--- config.mk ---
export PLATFORM = sky130hd
export DESIGN_NAME = csa_final_adder
export DESIGN_NICKNAME = d
export VERILOG_FILES = /design/src/rtl/csa_final_adder.sv
export SDC_FILE = /design/constraint.sdc
export NUM_CORES = 1
export LEC_CHECK = 0
export ABC_AREA = 1
export CORE_MARGIN = 10
export CORE_UTILIZATION = 40
export CTS_CLUSTER_DIAMETER = 60
export CTS_CLUSTER_SIZE = 28
export DETAILED_ROUTE_END_ITERATION = 7
export GPL_ROUTABILITY_DRIVEN = 0
export PLACE_DENSITY = 0.73
export SLEW_MARGIN = 20
export SYNTH_ARGS = -nofsm -noshare
export SYNTH_HDL_FRONTEND = slang
export SYNTH_SLANG_ARGS = --single-unit
--- constraint.sdc ---
create_clock -name clk -period 2.9 [get_ports clk]
set_input_delay 0.435 -clock clk [delete_from_list [all_inputs] [get_ports clk]]
set_output_delay 0.435 -clock clk [all_outputs]
set_load 0.01 [all_outputs]
--- src/rtl/csa_final_adder.sv ---
// Two-stage carry-propagate adder resolving a redundant sum/carry pair into the
// mantissa product, then extracting the normalized mantissa with guard/round/sticky.
module csa_final_adder #(
    parameter int WIDTH  = 48,
    parameter int MANT_W = WIDTH / 2
) (
    input  logic              clk,
    input  logic              nreset,
    input  logic              in_valid,
    output logic              in_ready,
    input  logic [WIDTH-1:0]  sum_vec,
    input  logic [WIDTH-1:0]  carry_vec,
    output logic              out_valid,
    input  logic              out_ready,
    output logic [WIDTH-1:0]  product,
    output logic              cout,
    output logic [MANT_W-1:0] mant,
    output logic              guard_bit,
    output logic              round_bit,
    output logic              sticky_bit,
    output logic              exp_inc
);

    localparam int HALF = WIDTH / 2;

    // Valid/ready: a transfer happens on a rising edge where valid && ready;
    // data is only sampled on a transfer and held stable while valid && !ready.

    logic              v1_q, v1_d;
    logic [HALF-1:0]   lo_sum_q, lo_sum_d;
    logic              lo_c_q, lo_c_d;
    logic [HALF-1:0]   hi_s_q, hi_s_d;
    logic [HALF-1:0]   hi_c_q, hi_c_d;

    logic              v2_q, v2_d;
    logic [WIDTH-1:0]  product_q, product_d;
    logic              cout_q, cout_d;
    logic [MANT_W-1:0] mant_q, mant_d;
    logic              guard_q, guard_d;
    logic              round_q, round_d;
    logic              sticky_q, sticky_d;
    logic              exp_inc_q, exp_inc_d;

    logic              adv2;
    logic              in_xfer;
    logic [HALF:0]     lo_add;
    logic [HALF:0]     hi_add;
    logic [WIDTH-1:0]  full_p;
    logic [MANT_W-1:0] mant_n;
    logic              guard_n, round_n, sticky_n, exp_inc_n;

    assign adv2     = !v2_q || out_ready;
    assign in_ready = !v1_q || adv2;
    assign in_xfer  = in_valid && in_ready;

    assign lo_add = {1'b0, sum_vec[HALF-1:0]} + {1'b0, carry_vec[HALF-1:0]};

    always_comb begin
        v1_d     = v1_q;
        lo_sum_d = lo_sum_q;
        lo_c_d   = lo_c_q;
        hi_s_d   = hi_s_q;
        hi_c_d   = hi_c_q;
        if (in_xfer) begin
            v1_d     = 1'b1;
            lo_sum_d = lo_add[HALF-1:0];
            lo_c_d   = lo_add[HALF];
            hi_s_d   = sum_vec[WIDTH-1:HALF];
            hi_c_d   = carry_vec[WIDTH-1:HALF];
        end else if (adv2) begin
            v1_d = 1'b0;
        end
    end

    // Upper half completes the addition using the low-half carry captured in stage 1.
    assign hi_add = {1'b0, hi_s_q} + {1'b0, hi_c_q} + {{HALF{1'b0}}, lo_c_q};
    assign full_p = {hi_add[HALF-1:0], lo_sum_q};

    always_comb begin
        mant_n    = '0;
        guard_n   = 1'b0;
        round_n   = 1'b0;
        sticky_n  = 1'b0;
        exp_inc_n = 1'b0;
        if (full_p[WIDTH-1]) begin
            mant_n    = full_p[WIDTH-1 -: MANT_W];
            guard_n   = full_p[WIDTH-MANT_W-1];
            round_n   = full_p[WIDTH-MANT_W-2];
            sticky_n  = |full_p[WIDTH-MANT_W-3:0];
            exp_inc_n = 1'b1;
        end else begin
            mant_n    = full_p[WIDTH-2 -: MANT_W];
            guard_n   = full_p[WIDTH-MANT_W-2];
            round_n   = full_p[WIDTH-MANT_W-3];
            sticky_n  = |full_p[WIDTH-MANT_W-4:0];
        end
    end

    // Stage 2 only captures new data when stage 1 actually holds a pair.
    always_comb begin
        v2_d      = v2_q;
        product_d = product_q;
        cout_d    = cout_q;
        mant_d    = mant_q;
        guard_d   = guard_q;
        round_d   = round_q;
        sticky_d  = sticky_q;
        exp_inc_d = exp_inc_q;
        if (adv2) begin
            v2_d = v1_q;
            if (v1_q) begin
                product_d = full_p;
                cout_d    = hi_add[HALF];
                mant_d    = mant_n;
                guard_d   = guard_n;
                round_d   = round_n;
                sticky_d  = sticky_n;
                exp_inc_d = exp_inc_n;
            end
        end
    end

    always_ff @(posedge clk or negedge nreset) begin
        if (!nreset) begin
            v1_q      <= 1'b0;
            lo_sum_q  <= '0;
            lo_c_q    <= 1'b0;
            hi_s_q    <= '0;
            hi_c_q    <= '0;
            v2_q      <= 1'b0;
            product_q <= '0;
            cout_q    <= 1'b0;
            mant_q    <= '0;
            guard_q   <= 1'b0;
            round_q   <= 1'b0;
            sticky_q  <= 1'b0;
            exp_inc_q <= 1'b0;
        end else begin
            v1_q      <= v1_d;
            lo_sum_q  <= lo_sum_d;
            lo_c_q    <= lo_c_d;
            hi_s_q    <= hi_s_d;
            hi_c_q    <= hi_c_d;
            v2_q      <= v2_d;
            product_q <= product_d;
            cout_q    <= cout_d;
            mant_q    <= mant_d;
            guard_q   <= guard_d;
            round_q   <= round_d;
            sticky_q  <= sticky_d;
            exp_inc_q <= exp_inc_d;
        end
    end

    assign out_valid  = v2_q;
    assign product    = product_q;
    assign cout       = cout_q;
    assign mant       = mant_q;
    assign guard_bit  = guard_q;
    assign round_bit  = round_q;
    assign sticky_bit = sticky_q;
    assign exp_inc    = exp_inc_q;

endmodule

==> metrics.csv, run 1 <==
stage,metric,value,unit
outcome,status,"finished, final reports clean",
worst_setup_path,WP data required,3.22,ns
worst_setup_path,Crit Path Max Fanout,4,
drt,via count,8659,
power,PwrDens,811,nW/um2
logic_synthesis,cell count after synthesis,1253,
job,max-cap viol count,0,
logic_synthesis,Post-Syn Nets,1403,
final_layout,Syn-to-layout area delta,30.0,%
logic_synthesis,warning count from the yosys run,0,
die,I/O Pins,179,
power,leakage power,5.92,nW
die,DIE AREA,28700,um2
worst_setup_path,worst r2r dst,mant[8]$_DFFE_PN0P_,
die,site row count,54,
final_layout,Final Util,53.1,%
global_route,Total Routing Usage GR,18.5,%
logic_synthesis,async set-reset flop share out of synthesis,100,%
sta,max-slew violations,0,
global_route,initial antenna violation count,1,
logic_synthesis,number of library cell types mapped by synthesis,32,
die,initial core utilization,40.8,%
die,die height,169,um
drt,DRT iter0 DRCs,792,
drt,Initial DRT Pass Iterations,6,
logic_synthesis,synthesis-stage register bit count,151,
worst_setup_path,Crit. End Element,flip-flop,
sta,Rel. slew slack,50.7,%
logic_synthesis,synthesized area per cell,7.13,um2
global_route,vias in the first global route,8605,
clock_tree,H-tree depth,4,
sta,Max Clock Skew,0.0100,ns
worst_setup_path,worst setup path category,reg -> reg,
worst_setup_path,critical-path cell list,fa_1 -> fa_1 -> nand3_1 -> nand3_1 -> nand2_1 -> nand3_1 -> xnor2_1 -> nand2_1 -> nand3_1 -> nand2_1,
clock_tree,Hold Buf Count CTS,0,
logic_synthesis,Synth top area share,42.3,%
placement,Post-DP Area,11000,um2
global_route,first-pass GRT wire length,43700,um
placement,PortBufs,178,
drt,WL/cell,15.5,um
worst_setup_path,most frequent CP cell,nand3_1,
drt,final wirelength,26600,um
final_layout,share of layout cells above drive strength 1,4.38,%
logic_synthesis,"Primary FF master, synth",dfrtp_1,
drt,Vias/cell,5.04,
worst_setup_path,Worst path max stage delay,0.55,ns
power,Max IR drop VDD,455,uV
drt,Post-DRT Antenna Nets,0,
logic_synthesis,sequential share of the synthesized area,42.3,%
worst_setup_path,length in cells of the worst reg-to-reg path,10,
sta,Slew @ Worst Pin,0.739,ns
sta,"Hold Violations, Final",0,
sta,setup TNS,0,ns
clock_tree,post-cts sizing count,0,
clock_tree,clk_lat worst skew,0.43,ns
clock_tree,total clock sinks,151,
final_layout,fin nets,1577,
clock_tree,Post-CTS Setup Inserts,0,
clock_tree,clk buf depth,2,
clock_tree,Clock Tree Root,clkbuf_16,
sta,Tmin final,2.69,ns
logic_synthesis,"top cells by count, synth","nand2_1 (574), dfrtp_1 (151), inv_1 (115), nand3_1 (70), o21ai_0 (63)",
logic_synthesis,cell taking the most area after synthesis,dfrtp_1,
worst_setup_path,Worst setup SP type,flip-flop,
worst_setup_path,RR Startpoint,lo_c_q$_DFFE_PN0P_,
placement,Detail Placement HPWL,21000,um
worst_setup_path,worst path arrival time,3.01,ns
sta,unrepaired setup endpoints after global routing,no,
hold_path,Hold/Removal Path Class,in -> async,
sta,Final setup viols,0,
logic_synthesis,synth top area cells,"dfrtp_1 (42%), nand2_1 (24%), ha_1 (6.6%)",
sta,highest clock rate,372,MHz
sta,"Period Utilization, post-route",92.7,%
clock_tree,"CTS clk-pin slew, worst paths",0.07,ns
logic_synthesis,most frequent cell after synthesis,nand2_1,
drt,DRC viols,0,
final_layout,post-route cell area,11600,um2
global_route,total gr overflow,0,
logic_synthesis,mapped cell area,8940,um2
logic_synthesis,Post-synth EDFFs,0,
global_route,largest net degree at the start of global routing,83,
worst_setup_path,flop2flop setup slack,0.21,ns
clock_tree,clock buffer count from CTS,17,
die,die span in x,169,um
worst_setup_path,CP max stage cell,fa_1,
die,core area,21900,um2
final_layout,# diodes,0,
clock_tree,CTS tree,done,
critical path, delay by kind of cell (launching register included):
| kind | cells | cell delay [ns] |
|---|---|---|
| xor+xnor | 1 | 0.34 |
| fa+ha+maj | 2 | 1.06 |
| flops | 1 | 0.43 |
| simple gates | 7 | 0.74 |
cell type report:
class	count	area, um2
inverter	116	435
fill	2094	10300
sequential	151	3780
clock buffer	17	425
timing repair buffer	190	1900
clock inverter	13	173
tap	280	350
multi-input combinational	951	4560
state kept, by name, indices dropped and copies added, names as in the netlist:
signal      count
v1_q            1
product        48
guard_bit       1
round_bit       1
sticky_bit      1
hi_s_q         24
lo_c_q          1
mant           24
out_valid       1
cout            1
hi_c_q         24
lo_sum_q       24
report_power, final:
group	internal, mW	switching (mW)	total [mW]
Combinational	1.74	2.24	3.99
Sequential	2.76	0.422	3.18
Clock	1.36	0.900	2.26
worst max-delay path by stage:
stage,start,to,slack (ns),cells past startpoint
floorplan,lo_c_q$_DFFE_PN0P_,mant[17]$_DFFE_PN0P_,0.71,12
global placement,sum_vec[0],lo_sum_q[10]$_DFFE_PN0P_,0.25,11
detailed placement,sum_vec[0],lo_sum_q[10]$_DFFE_PN0P_,0.23,11
CTS,lo_c_q$_DFFE_PN0P_,mant[8]$_DFFE_PN0P_,0.26,10
global route,lo_c_q$_DFFE_PN0P_,mant[9]$_DFFE_PN0P_,0.09,10
finish,lo_c_q$_DFFE_PN0P_,mant[8]$_DFFE_PN0P_,0.21,10
per-layer routing:
| metal | global-route usage [%] | up-vias | part of all wire [%] |
|---|---|---|---|
| li1 | - | 4321 | - |
| met4 | 6.49 | 2 | 2.5 |
| met2 | 28.5 | 297 | 44 |
| met3 | 5.49 | 44 | 8.1 |
| met5 | 0 | - | 0.049 |
| met1 | 24.3 | 3995 | 45 |
cell families (layout without fill, tap and decap cells):
kind of cell | Yosys count | count (layout) | synth area share, %
adder cells (fa/ha/maj) | 50 | 50 | 7.25
XOR/XNOR | 18 | 18 | 1.76
AO/OA/AOI/OAI | 125 | 125 | 7.24
buffers and inverters | 151 | 336 | 6.79
flip-flops | 151 | 151 | 42.3
AND/OR/NAND/NOR | 758 | 758 | 34.7
per-stage QoR:
step,std cells,setup WS (ns),total power [mW],hold slack (ns)
global route,1718,0.0851,10.1,0.0726
global placement,1688,0.253,7.11,0.462
CTS,1718,0.255,9.48,0.0516
detailed placement,1688,0.230,7.20,0.465
finish,1718,0.210,9.42,0.0201
floorplan,1253,0.709,5.29,0.139
layout by cell type (no fill, tap or decap), drive strengths merged, types with 5 or more instances in the layout:
cell | netlist | final
nand3b | 7 | 7
dfrtp | 151 | 151
o21bai | 5 | 5
inv | 115 | 119
nor4 | 5 | 5
a21oi | 49 | 49
o21ai | 64 | 64
xnor2 | 14 | 14
nand4 | 17 | 17
nor3 | 11 | 11
ha | 47 | 47
nand3 | 72 | 72
clkbuf | 23 | 17
buf | 12 | 13
nand2 | 582 | 582
clkdlybuf4s50 | 0 | 177
nor2 | 59 | 59
Power figures use the tool's default switching activity.
==> inputs of run 2 (changes only) <==
--- a/config.mk
+++ b/config.mk
@@ -6,7 +6,6 @@
 export NUM_CORES = 1
 export LEC_CHECK = 0
 export ABC_AREA = 1
-export CORE_MARGIN = 10
 export CORE_UTILIZATION = 40
 export CTS_CLUSTER_DIAMETER = 60
 export CTS_CLUSTER_SIZE = 28
==> run 2 against run 1 <==
Compared with the run above:
- die area fell by 20%
- largest power group unchanged
- worst setup slack got worse by 0.0089 ns
- critical path depth did not move
- combinational power fell by 2%
- register-to-register slack barely moved
- clock-buffer cell count rose by 4
- total power rose by 0.46%
- global-route usage rose by 4.2 points
==> metrics.csv, run 2 (synthesis gave the netlist of run 1 again) <==
stage,metric,value,unit
final_layout,"commonest non-fill, non-tap cell in the layout",nand2_1,
placement,Detail Placement HPWL,19100,um
sta,highest clock rate,371,MHz
worst_setup_path,worst path arrival time,3.01,ns
clock_tree,"CTS clk-pin slew, worst paths",0.06,ns
worst_setup_path,worst setup path category,reg -> reg,
global_route,met3 Use GR,4.97,%
placement,pre-CTS setup slack,0.276,ns
sta,Tmin final,2.70,ns
drt,DRT iter0 DRCs,524,
sta,Final setup viols,0,
placement,Post-DP Area,11000,um2
power,Reg power frac,33.6,%
clock_tree,CTS tree,done,
drt,Vias/cell,5.01,
worst_setup_path,RR Startpoint,lo_c_q$_DFFE_PN0P_,
global_route,vias in the first global route,8274,
die,core area,21900,um2
global_route,initial antenna violation count,0,
clock_tree,total clock sinks,151,
die,site row count,54,
sta,setup TNS,0,ns
sta,"Period Utilization, post-route",93.0,%
power,Clock power frac,24.9,%
clock_tree,clock buffer count from CTS,17,
final_layout,"commonest cells after routing, fill and taps aside","nand2_1 (572), clkdlybuf4s50_1 (177), dfrtp_1 (151), inv_1 (114), nand3_1 (70)",
power,Final Power,9.47,mW
hold_path,Hold/Removal Path Class,in -> async,
clock_tree,post-cts sizing count,0,
worst_setup_path,WP data required,3.21,ns
clock_tree,Hold Buf Count CTS,0,
clock_tree,clk buf depth,2,
die,initial core utilization,40.8,%
drt,final wirelength,24800,um
sta,Rel. slew slack,51.8,%
clock_tree,Post-CTS Setup Inserts,0,
power,Gate power share,41.5,%
power,Max IR drop VDD,509,uV
global_route,GRT Max-Usage Layer,met2,
power,NetSw,3.48,mW
final_layout,post-route cell area,11600,um2
sta,max-slew violations,0,
sta,unrepaired setup endpoints after global routing,no,
clock_tree,Clock Tree Root,clkbuf_16,
clock_tree,H-tree depth,4,
drt,via count,8620,
power,PwrDens,813,nW/um2
worst_setup_path,Worst setup SP type,flip-flop,
final_layout,max reg flops,48,
worst_setup_path,Worst path max stage delay,0.56,ns
global_route,largest net degree at the start of global routing,79,
die,die span in x,151,um
power,Cell Int Power,5.98,mW
worst_setup_path,flop2flop setup slack,0.20,ns
sta,Max Clock Skew,0.00781,ns
final_layout,share of layout cells above drive strength 1,4.31,%
power,leakage power,5.93,nW
worst_setup_path,most frequent CP cell,nand3_1,
job,max-cap viol count,0,
sta,final setup margin,0.202,ns
drt,Post-DRT Antenna Nets,0,
die,DIE AREA,22900,um2
die,I/O Pins,179,
global_route,M1 GR Usage,31.2,%
worst_setup_path,Crit. End Element,flip-flop,
worst_setup_path,Setup crit start,lo_c_q$_DFFE_PN0P_,
power,switching share of power,36.8,%
placement,PortBufs,178,
drt,WL/cell,14.4,um
global_route,total gr overflow,0,
worst_setup_path,Crit Path Max Fanout,4,
final_layout,Syn-to-layout area delta,30.2,%
sta,Slew @ Worst Pin,0.723,ns
die,die height,151,um
drt,DRC viols,0,
final_layout,fin nets,1576,
global_route,Global Route met2 Usage,35.5,%
outcome,status,"finished, final reports clean",
clock_tree,clk_lat worst skew,0.43,ns
drt,Initial DRT Pass Iterations,5,
sta,"Hold Violations, Final",0,
global_route,first-pass GRT wire length,40600,um
worst_setup_path,critical-path cell list,fa_1 -> fa_1 -> nand3_1 -> nand3_1 -> nand2_1 -> nand3_1 -> xnor2_1 -> nand2_1 -> nand3_1 -> nand2_1,
global_route,Total Routing Usage GR,22.7,%
worst_setup_path,CP max stage cell,fa_1,
final_layout,# diodes,0,
## run 2: layout make-up
class	count	area [um2]
Fill cell	2128	10300
Tap cell	280	350
Clock inverter	11	173
Sequential cell	151	3780
Multi-Input combinational cell	951	4560
Timing Repair Buffer	189	1880
Inverter	116	435
Clock buffer	21	460
## run 2: layer usage
layer  vias to the layer above  wire, um
met2                       306     11100
met3                        36      1730
met5                         -         0
li1                       4335         -
met4                         0       476
met1                      3943     11400
## run 2: worst paths after layout
check,end,cells past startpoint
setup / recovery,mant[8]$_DFFE_PN0P_,10
hold / removal,product[1]$_DFFE_PN0P_,1
setup reg to reg,mant[8]$_DFFE_PN0P_,10
hold reg to reg,guard_bit$_DFFE_PN0P_,2
max in group asynchronous,product[37]$_DFFE_PN0P_,2
min in group clk,guard_bit$_DFFE_PN0P_,2
## run 2: per-stage QoR
step / util [%] / hold WS [ns] / std cells
after floorplan: - / 0.139 / 1253
after global placement: 50.3 / 0.464 / 1687
after detailed placement: 50.3 / 0.464 / 1687
after CTS: 53.2 / 0.0447 / 1719
after global routing: 53.2 / 0.0687 / 1719
final: 53.2 / 0.0182 / 1719
## run 2: power by group through the flow
stage | sequential [mW] | combinational (mW) | clock [mW]
floorplan | 3.34 | 1.95 | 0
global placement | 3.20 | 3.85 | 0
detailed placement | 3.21 | 3.91 | 0
CTS | 3.18 | 3.93 | 2.39
global route | 3.26 | 4.37 | 2.47
finish | 3.18 | 3.93 | 2.35
## run 2: critical path, delay by kind of cell, from the launching register on
kind,cells,cell delay [ns]
xor+xnor,1,0.35
fa+ha+maj,2,1.04
simple gates,7,0.77
flops,1,0.42
